===== config.mk =====
export PLATFORM = sky130hd
export DESIGN_NAME = multicycle_control_fsm
export DESIGN_NICKNAME = d
export VERILOG_FILES = /design/src/rtl/multicycle_control_fsm.sv
export SDC_FILE = /design/constraint.sdc
export NUM_CORES = 1
export LEC_CHECK = 0
export BUFFER_PORTS_ARGS = -buffer_cell sky130_fd_sc_hd__buf_2
export CAP_MARGIN = 25
export CORE_ASPECT_RATIO = 1.25
export CORE_UTILIZATION = 47
export CTS_CLUSTER_SIZE = 20
export DETAILED_ROUTE_END_ITERATION = 10
export PLACE_DENSITY_LB_ADDON = 0.2
export SLEW_MARGIN = 20
export SYNTH_ARGS = -nofsm -noshare
export SYNTH_HDL_FRONTEND = slang
export SYNTH_SLANG_ARGS = --single-unit

===== constraint.sdc =====
create_clock -name clk -period 2.4 [get_ports clk]
set_input_delay 0.36 -clock clk [delete_from_list [all_inputs] [get_ports clk]]
set_output_delay 0.36 -clock clk [all_outputs]
set_load 0.02 [all_outputs]

===== src/rtl/multicycle_control_fsm.sv =====
// Multi-cycle control sequencer for the RV32 datapath: fetch via req/ack handshake,
// then decode, execute and write back addi/add/beq/jal, with sticky trap and retire counter.
module multicycle_control_fsm #(
    parameter int CNT_WIDTH     = 32,
    parameter int FETCH_TIMEOUT = 16
) (
    input  logic                 clk,
    input  logic                 arst_n,
    input  logic                 run,
    input  logic [6:0]           opcode,
    input  logic                 alu_zero,
    input  logic                 imem_ack,
    output logic                 imem_req,
    output logic                 ir_write,
    output logic                 pc_write,
    output logic                 pc_sel,
    output logic                 alu_src,
    output logic [1:0]           alu_op,
    output logic                 reg_write,
    output logic                 wb_sel,
    output logic                 trap,
    output logic [CNT_WIDTH-1:0] retired,
    output logic [2:0]           state_o
);

    typedef enum logic [2:0] {
        S_IDLE   = 3'd0,
        S_FETCH  = 3'd1,
        S_DECODE = 3'd2,
        S_EXEC   = 3'd3,
        S_WB     = 3'd4,
        S_TRAP   = 3'd5
    } state_t;

    localparam logic [6:0] OP_ADDI = 7'b0010011;
    localparam logic [6:0] OP_ADD  = 7'b0110011;
    localparam logic [6:0] OP_BEQ  = 7'b1100011;
    localparam logic [6:0] OP_JAL  = 7'b1101111;

    localparam int TW = (FETCH_TIMEOUT > 2) ? $clog2(FETCH_TIMEOUT) : 1;
    localparam logic [TW-1:0] TO_LAST = TW'(FETCH_TIMEOUT - 1);

    state_t                 state_r;
    state_t                 state_s;
    logic [TW-1:0]          tcnt_r;
    logic [TW-1:0]          tcnt_s;
    logic [CNT_WIDTH-1:0]   retired_r;

    logic                   imem_req_s;
    logic                   ir_write_s;
    logic                   pc_write_s;
    logic                   pc_sel_s;
    logic                   alu_src_s;
    logic [1:0]             alu_op_s;
    logic                   reg_write_s;
    logic                   wb_sel_s;
    logic                   trap_s;

    function automatic logic is_legal(input logic [6:0] op);
        return (op == OP_ADDI) || (op == OP_ADD) || (op == OP_BEQ) || (op == OP_JAL);
    endfunction

    // Next-state, timeout counter and control-output decode.
    always_comb begin
        state_s     = state_r;
        tcnt_s      = tcnt_r;
        imem_req_s  = 1'b0;
        ir_write_s  = 1'b0;
        pc_write_s  = 1'b0;
        pc_sel_s    = 1'b0;
        alu_src_s   = 1'b0;
        alu_op_s    = 2'b00;
        reg_write_s = 1'b0;
        wb_sel_s    = 1'b0;
        trap_s      = 1'b0;
        case (state_r)
            S_IDLE: begin
                if (run) state_s = S_FETCH;
                else     state_s = S_IDLE;
            end
            S_FETCH: begin
                imem_req_s = 1'b1;
                ir_write_s = imem_ack;
                if (imem_ack) begin
                    state_s = S_DECODE;
                    tcnt_s  = '0;
                end else if (tcnt_r == TO_LAST) begin
                    state_s = S_TRAP;
                end else begin
                    tcnt_s = tcnt_r + TW'(1);
                end
            end
            S_DECODE: begin
                if (is_legal(opcode)) state_s = S_EXEC;
                else                  state_s = S_TRAP;
            end
            S_EXEC: begin
                case (opcode)
                    OP_ADDI: begin
                        alu_src_s = 1'b1;
                        state_s   = S_WB;
                    end
                    OP_ADD:  state_s = S_WB;
                    OP_JAL:  state_s = S_WB;
                    // Branch completes here: the compare and PC update share one cycle.
                    OP_BEQ: begin
                        alu_op_s   = 2'b01;
                        pc_write_s = 1'b1;
                        pc_sel_s   = alu_zero;
                        state_s    = run ? S_FETCH : S_IDLE;
                    end
                    default: state_s = S_TRAP;
                endcase
            end
            S_WB: begin
                case (opcode)
                    OP_ADDI, OP_ADD: begin
                        reg_write_s = 1'b1;
                        pc_write_s  = 1'b1;
                        state_s     = run ? S_FETCH : S_IDLE;
                    end
                    OP_JAL: begin
                        reg_write_s = 1'b1;
                        wb_sel_s    = 1'b1;
                        pc_write_s  = 1'b1;
                        pc_sel_s    = 1'b1;
                        state_s     = run ? S_FETCH : S_IDLE;
                    end
                    default: state_s = S_TRAP;
                endcase
            end
            S_TRAP: begin
                trap_s  = 1'b1;
                state_s = S_TRAP;
            end
            default: state_s = S_IDLE;
        endcase
    end

    // State, fetch-timeout counter and retired-instruction counter registers.
    always_ff @(posedge clk or negedge arst_n) begin
        if (!arst_n) begin
            state_r   <= S_IDLE;
            tcnt_r    <= '0;
            retired_r <= '0;
        end else begin
            state_r <= state_s;
            tcnt_r  <= tcnt_s;
            if (pc_write_s) retired_r <= retired_r + CNT_WIDTH'(1);
            else            retired_r <= retired_r;
        end
    end

    assign imem_req  = imem_req_s;
    assign ir_write  = ir_write_s;
    assign pc_write  = pc_write_s;
    assign pc_sel    = pc_sel_s;
    assign alu_src   = alu_src_s;
    assign alu_op    = alu_op_s;
    assign reg_write = reg_write_s;
    assign wb_sel    = wb_sel_s;
    assign trap      = trap_s;
    assign retired   = retired_r;
    assign state_o   = state_r;

endmodule


# == After elaboration in Yosys (flattened, before gate mapping) ==
# Cells that the tools add are included.
# W data, S select, Z words.
# word_totals
in_bits,12
ff_bits,39
out_inout_bits,45
wordCells,47
# classes
n_addsub,2
mux,24
n_reduce_logical,6
eq_ne,12
# op_table
cell,count
$add A32 B1 Y32 const B,1
$pmux W3 S6,1
$eq A7 B7 Y1 const B,2
$mux W1,14
$mux W3,4
$mux W4,2
$eq A7 B5 Y1 const B,1
$eq A7 B6 Y1 const B,1
$eq A3 B2 Y1 const B,2
$eq A3 B3 Y1 const B,2
$pmux W3 S2,1
$add A4 B1 Y4 const B,1
$eq A4 B4 Y1 const B,1
$pmux W1 S2,2
$eq A3 B1 Y1 const B,1
$logic_not A3 Y1,1
$logic_or A1 B1 Y1,3
$ne A3 B3 Y1 const B,1
$reduce_or A3 Y1,1
$ne A2 B2 Y1 const B,1
$reduce_and A2 Y1,1

# == Logic depth before layout (Yosys ltp) ==
# Gate-level depths: netlist (run 1).
# logic_depth
word_depth,6
ltp_mapped,7
depth_no_buf,6

# == Worst setup path before layout (run 1) ==
# No wires, ideal clock.
# synth_path
path_type,reg2out
from,register state_r[2] (netlist: state_o[2])
to,output port pc_write
slack_ns,0.401
arrival_ns,1.639
required_ns,2.040
stages_incl_launch_ff,6
cell_sequence,dfrtp_1 buf_4 or3b_4 o22a_1 o22ai_4 buf_6
# synth_between
elab_chain_len,2
# synth_rtl
item,line,source
start: declaration,43,state_t state_r;
start signal: assignment,147,state_r <= state_s;
$eq A3 B3 Y1 / $eq A3 B2 Y1 (equally long branches),76,case (state_r)
$pmux W1 S2 *,76,
end: declaration,15,"output logic pc_write,"
# Mark *: on every way between the ends. The rest lies on a longest branch, timed or not.

# == Worst setup path after layout (run 1) ==
# layout_path
from,register state_r[0] (netlist: state_o[0])
to,output port pc_write
# The elaborated chain is that of the path after synthesis.

==> results.py, run 1 <==
metrics = {
    "outcome": {
        "outcome": "complete, no violations",
    },
    "synthesis": {
        "synth-edff-count": 0,
        "synth_compound_area_share_pct": 7.27,
        "synth.yosys.seq_area_share_pct": 48.1,
        "synthAdderAreaFrac_pct": 1.23,
        "yosysWarnings": 0,
        "yosysTopAreaCell": "dfrtp_1",
        "synth_top_family_by_area": "simple AND/OR/NAND/NOR gates",
        "synth_xor_xnor_area_share_pct": 13.4,
        "synth_top_area_share_pct": 48.1,
        "synthTopCellsByArea": "dfrtp_1 48%, xnor2_1 13%, nand4_1 4.9%",
        "ys.flop_type": "dfrtp_1",
        "synthSimpleGateAreaFrac_pct": 26.1,
        "syn-cell-area_um2": 2030,
        "synth_mux_area_share_pct": 0.555,
        "synth_commonest_cells": "39 x dfrtp_1, 29 x xnor2_1, 19 x nand2_1",
        "synth-seq-cells": 39,
        "syn_avg_cell_area_um2": 10.0,
        "ys_types": 37,
        "synth_most_common_cell": "dfrtp_1",
        "syn-num-nets": 217,
        "async_flop_share_pct": 100,
        "netlist_instances": 203,
    },
    "placement": {
        "hpwlAfterDp_um": 3000,
        "portBuffers": 55,
        "place.gp.congestion": 0.792,
    },
    "sta": {
        "skew_ns": 0.00986,
        "fin_hold_ws_ns": 0.164,
        "post-route-period-util_pct": 92.5,
        "rsz0062_at_grt": "false",
        "slew_violations": 0,
        "fmax_mhz": 451,
        "tns_ns": 0,
        "relSlewSlack_pct": 44.5,
        "period_needed_ns": 2.22,
        "tightest_slew_ns": 0.832,
        "hold_violations": 0,
        "setup_viol": 0,
    },
    "detailed_routing": {
        "antenna_left": 0,
        "drt-initial-drc-count": 42,
        "drcViolationCount": 0,
        "wl_per_cell_um": 12.5,
        "dr_total_vias": 1699,
        "via_per_inst": 5.29,
        "wirelength_um": 4020,
        "dr.pass1.iters": 4,
    },
    "clock_network": {
        "root_buffer": "clkbuf_8",
        "clk_latency_ns": 0.29,
        "cts_setup_buffers": 0,
        "cts.sinks": 39,
        "cts_inserted_buffers": 5,
        "cts_tree": "yes",
        "hold_buffers": 0,
        "cts_resized": 0,
        "cts.htree.levels": 2,
        "clockBufferDepth": 2,
        "clkTransAtPathRegs_ns": 0.07,
    },
    "floorplanning": {
        "row_count": 26,
        "die-area_um2": 4590,
        "die_width_um": 60.8,
        "initial_utilization_pct": 49.5,
        "die_height_um": 75.5,
        "core_area_um2": 4100,
        "io_pins": 57,
    },
    "layout": {
        "num_antenna_cells": 0,
        "nets": 278,
        "final_layout_size_suffix_gt1_share_pct": 27.5,
        "layout-area-overhead-vs-synth_pct": 22.7,
        "utilization_pct": 60.7,
    },
    "setup_path": {
        "path_buf_inv": 1,
        "critical_path_class": "reg -> out",
        "end_kind": "output pin",
        "cp.required_ns": 2.04,
        "slowest_stage": "or3b_4",
        "critPathLaunchType": "flip-flop",
        "worstPathMaxFanout": 8,
        "crit_arrival_ns": 1.86,
        "path_delay_family": "compound AO/OA/AOI/OAI gates",
        "max_stage_delay_ns": 0.43,
        "crit_chain": "or3b_4 > o22a_1 > o22ai_4 > buf_2",
    },
    "power_and_ir_drop": {
        "p_leak_nw": 1.22,
        "p_per_area_nw_per_um2": 712,
        "ir_worst_vdd_mv": 0.366,
    },
    "global_route": {
        "use_met3_pct": 6.11,
        "antenna_found_initial": 0,
        "grtUsageMet1_pct": 21.3,
        "gr-total-overflow": 0,
        "track_usage_pct": 18.9,
        "met2_usage_pct": 32.4,
        "grt_pass1_vias": 1466,
        "grt_pass1_wl_um": 6360,
        "grt-busiest-layer": "met2",
        "grt_max_degree": 40,
    },
    "min_path": {
        "min_path_type": "in -> async",
    },
    "flow_run": {
        "maxCapViolations": 0,
    },
}
## stage by stage
| step | setup WS [ns] | power, mW | instances | cell area [um2] |
|---|---|---|---|---|
| after floorplan | 0.401 | 1.08 | 203 | 2030 |
| after global placement | 0.281 | 1.22 | 313 | 2370 |
| after detailed placement | 0.213 | 1.23 | 313 | 2370 |
| after CTS | 0.156 | 1.80 | 321 | 2490 |
| after global routing | 0.0969 | 1.89 | 321 | 2490 |
| final | 0.181 | 1.77 | 321 | 2490 |
## area by class of cell
class / count / area [um2]
Timing Repair Buffer: 60 / 325
Clock inverter: 2 / 35.0
Fill cell: 383 / 1610
Inverter: 3 / 11.3
Multi-Input combinational cell: 155 / 990
Tap cell: 56 / 70.1
Sequential cell: 39 / 976
Clock buffer: 6 / 82.6
## worst register-to-register path, cell delays in order, from the launching register on
cell and delay (ns):
dfrtp_1 0.38, or3b_4 0.43, o22a_1 0.25, o22ai_4 0.28
buf_12 0.21, and4_1 0.20, xor2_1 0.14
## layer usage
metal / share of wire (%) / wire, um
met1: 42 / 1680
met2: 52 / 2080
met3: 5.1 / 203
met4: 1.5 / 61
met5: 0 / 0
## layout by cell type (no fill, tap or decap), types with 7 or more instances in the layout
master | Yosys | layout
a21oi_1 | 8 | 8
and3_1 | 10 | 10
buf_2 | 0 | 55
dfrtp_1 | 39 | 39
nand2_1 | 19 | 19
nand3_1 | 11 | 11
nand4_1 | 16 | 16
nor2_1 | 14 | 14
nor3_1 | 7 | 7
xnor2_1 | 29 | 29
## cells by family after synthesis
logic type | after synthesis
and+or+nand+nor | 98
DFF | 39
xor gates and xnor gates | 31
AOI/OAI and AO/OA | 22
buffers and inverters | 9
adders and majority gates | 2
other | 1
muxes | 1
## path summary, 6_finish.rpt
path	start	end	slack (ns)	cells past startpoint
min	arst_n	retired[17]	0.16	1
min reg2reg	retired[31]	retired[31]	0.47	1
min in group clk	imem_ack	tcnt_r[0]	0.30	2
max reg2reg	state_o[0]	retired[30]	0.44	6
max	state_o[0]	pc_write	0.18	4
max in group asynchronous	arst_n	retired[2]	1.71	1
## state kept, by name, indices dropped and copies added, names as in the netlist
| name | cells |
|---|---|
| state_o | 3 |
| retired | 32 |
| tcnt_r | 4 |
## power by group
part | leakage (nW) | switching (mW) | internal, mW
Combinational | 0.625 | 0.266 | 0.178
Sequential | 0.537 | 0.0561 | 0.713
Clock | 0.0612 | 0.224 | 0.336
Note: power is estimated with default switching activity, not from simulation.
==> run 2, diff against run 1 <==
--- a/config.mk
+++ b/config.mk
@@ -5,6 +5,7 @@
 export SDC_FILE = /design/constraint.sdc
 export NUM_CORES = 1
 export LEC_CHECK = 0
+export ABC_AREA = 1
 export BUFFER_PORTS_ARGS = -buffer_cell sky130_fd_sc_hd__buf_2
 export CAP_MARGIN = 25
 export CORE_ASPECT_RATIO = 1.25
==> results.py, run 2 <==
metrics = {
    "outcome": {
        "outcome": "complete, no violations",
    },
    "sta": {
        "tightest_slew_ns": 0.876,
        "period_needed_ns": 2.04,
        "skew_ns": 0.0114,
        "fmax_mhz": 491,
        "fin_hold_ws_ns": 0.175,
        "setup_viol": 0,
        "slew_violations": 0,
        "relSlewSlack_pct": 41.6,
        "hold_violations": 0,
        "post-route-period-util_pct": 84.8,
        "tns_ns": 0,
        "rsz0062_at_grt": "false",
    },
    "layout": {
        "utilization_pct": 56.5,
        "nets": 493,
        "num_antenna_cells": 0,
        "final_layout_size_suffix_gt1_share_pct": 18.3,
        "mostFrequentLayoutCells": "198 x nand2_1, 55 x nor2_1, 55 x buf_2",
        "stdcell_area_um2": 3120,
        "mostFrequentLayoutCell": "nand2_1",
        "layout-area-overhead-vs-synth_pct": 13.3,
        "largest_reg_flops": 32,
        "fin_cells": 544,
    },
    "min_path": {
        "min_path_type": "in -> async",
    },
    "synthesis": {
        "syn-num-nets": 438,
        "ys_types": 26,
        "synth-edff-count": 0,
        "synth_commonest_cells": "198 x nand2_1, 55 x nor2_1, 40 x inv_1",
        "synth.yosys.seq_area_share_pct": 35.5,
        "synth_top_area_share_pct": 35.5,
        "async_flop_share_pct": 100,
        "synth-seq-cells": 39,
        "ys.flop_type": "dfrtp_1",
        "yosysTopAreaCell": "dfrtp_1",
        "netlist_instances": 424,
        "syn-cell-area_um2": 2750,
        "synthTopCellsByArea": "dfrtp_1 35%, nand2_1 27%, nor2_1 7.5%",
        "yosysWarnings": 0,
        "synth_most_common_cell": "nand2_1",
        "syn_avg_cell_area_um2": 6.49,
    },
    "floorplanning": {
        "row_count": 30,
        "die_height_um": 87.5,
        "initial_utilization_pct": 49.8,
        "die-area_um2": 6160,
        "core_area_um2": 5520,
        "io_pins": 57,
        "die_width_um": 70.4,
    },
    "setup_path": {
        "path_buf_inv": 2,
        "regToRegSetupSlack_ns": 0.67,
        "crit_arrival_ns": 1.68,
        "path_delay_family": "simple AND/OR/NAND/NOR gates",
        "crit_path_end": "pc_write",
        "cp_num_cells": 6,
        "cp.required_ns": 2.04,
        "end_kind": "output pin",
        "worstPathMaxFanout": 42,
        "crit_chain": "inv_1 > nand2_1 > nor2_4 > nand3_2 > nand2_8 > buf_2",
        "critical_path_class": "reg -> out",
        "reg2reg_depth": 8,
        "critPathLaunchType": "flip-flop",
        "max_stage_delay_ns": 0.40,
        "r2r-end": "retired[18]",
        "r2r-start": "retired[0]",
        "slowest_stage": "dfrtp_1",
        "startpoint": "state_o[2]",
    },
    "clock_network": {
        "clkTransAtPathRegs_ns": 0.09,
        "cts_setup_buffers": 0,
        "hold_buffers": 0,
        "cts_tree": "yes",
        "cts_inserted_buffers": 5,
        "root_buffer": "clkbuf_8",
        "clockBufferDepth": 2,
        "cts.sinks": 39,
        "clk_latency_ns": 0.30,
        "cts_resized": 0,
        "cts.htree.levels": 2,
    },
    "global_route": {
        "gr-total-overflow": 0,
        "grt_pass1_vias": 2533,
        "grt_max_degree": 43,
        "track_usage_pct": 22.1,
        "grt_pass1_wl_um": 10800,
        "antenna_found_initial": 0,
    },
    "power_and_ir_drop": {
        "p_leak_nw": 1.66,
        "sw_frac_of_total_pct": 25.2,
        "ir_worst_vdd_mv": 0.345,
        "p_per_area_nw_per_um2": 384,
        "p_sw_mw": 0.301,
        "pwr-share-clk_pct": 37.5,
        "internal_power_mw": 0.896,
        "p_comb_share_pct": 5.4,
        "seq_power_share_pct": 57.1,
    },
    "detailed_routing": {
        "wirelength_um": 6430,
        "dr.pass1.iters": 5,
        "antenna_left": 0,
        "dr_total_vias": 2687,
        "wl_per_cell_um": 11.8,
        "via_per_inst": 4.94,
        "drcViolationCount": 0,
        "drt-initial-drc-count": 158,
    },
    "flow_run": {
        "maxCapViolations": 0,
    },
    "placement": {
        "dp_cells": 536,
        "hpwlAfterDp_um": 4880,
        "place.gp.congestion": 0.903,
        "dpl_cell_area_um2": 3030,
        "portBuffers": 55,
    },
}
[run 2: cell types whose count changed in the layout (fill, tap and decap cells not counted), sizes merged, moves of 12 or more]
| cell | delta |
|---|---|
| nand4 | -15 |
| nand3 | +12 |
| nor2 | +55 |
| xnor2 | -29 |
| nand2 | +186 |
| inv | +40 |
| xor2 | +13 |
[run 2: cell type report]
cell class | instances | area (um2)
clock inverters | 2 | 12.5
repair buffers | 55 | 275
fillers | 583 | 2400
flip-flops and latches | 39 | 976
inverters | 43 | 164
multi-input cells | 335 | 1540
clock buffers | 6 | 72.6
well taps | 64 | 80.1
[run 2: stage by stage]
| stage | setup slack, ns | power (mW) |
|---|---|---|
| floorplan | 0.635 | 0.730 |
| global route | 0.245 | 1.25 |
| detailed placement | 0.601 | 0.764 |
| CTS | 0.349 | 1.22 |
| finish | 0.364 | 1.20 |
| global placement | 0.624 | 0.759 |
[run 2: kinds of logic after synthesis]
logic type	count (synthesis)	share of synthesized area (%)
AO/OA/AOI/OAI	16	3.09
flip-flops	39	35.5
XOR/XNOR	15	5.05
AND/OR/NAND/NOR	301	46.6
buffers and inverters	50	8.69
adder cells (fa/ha/maj)	2	0.910
other	1	0.136
[run 2: layer usage]
| metal | GRT usage (%) | part of all wire, % | wire (um) | up-vias |
|---|---|---|---|---|
| li1 | - | - | - | 1398 |
| met1 | 25.5 | 43 | 2760 | 1194 |
| met3 | 3.82 | 4.0 | 258 | 22 |
| met2 | 38.4 | 49 | 3130 | 73 |
| met5 | 0 | 0 | 0 | - |
| met4 | 13.1 | 4.3 | 277 | 0 |
[run 2: power by group through the flow]
stage | registers (mW) | logic [mW] | clock network, mW
finish | 0.684 | 0.0649 | 0.449
global route | 0.686 | 0.0757 | 0.489
CTS | 0.684 | 0.0675 | 0.463
detailed placement | 0.697 | 0.0674 | 0
global placement | 0.696 | 0.0634 | 0
floorplan | 0.698 | 0.0321 | 0
[run 2: worst min path at each step]
stage | slack [ns] | cells after the start | end | from
detailed placement | 0.52 | 1 | tcnt_r[1] | tcnt_r[1]
finish | 0.18 | 1 | retired[24] | arst_n
global placement | 0.51 | 2 | tcnt_r[2] | tcnt_r[2]
global route | 0.26 | 1 | retired[5] | arst_n
floorplan | 0.06 | 0 | retired[0] | arst_n
CTS | 0.21 | 1 | retired[24] | arst_n
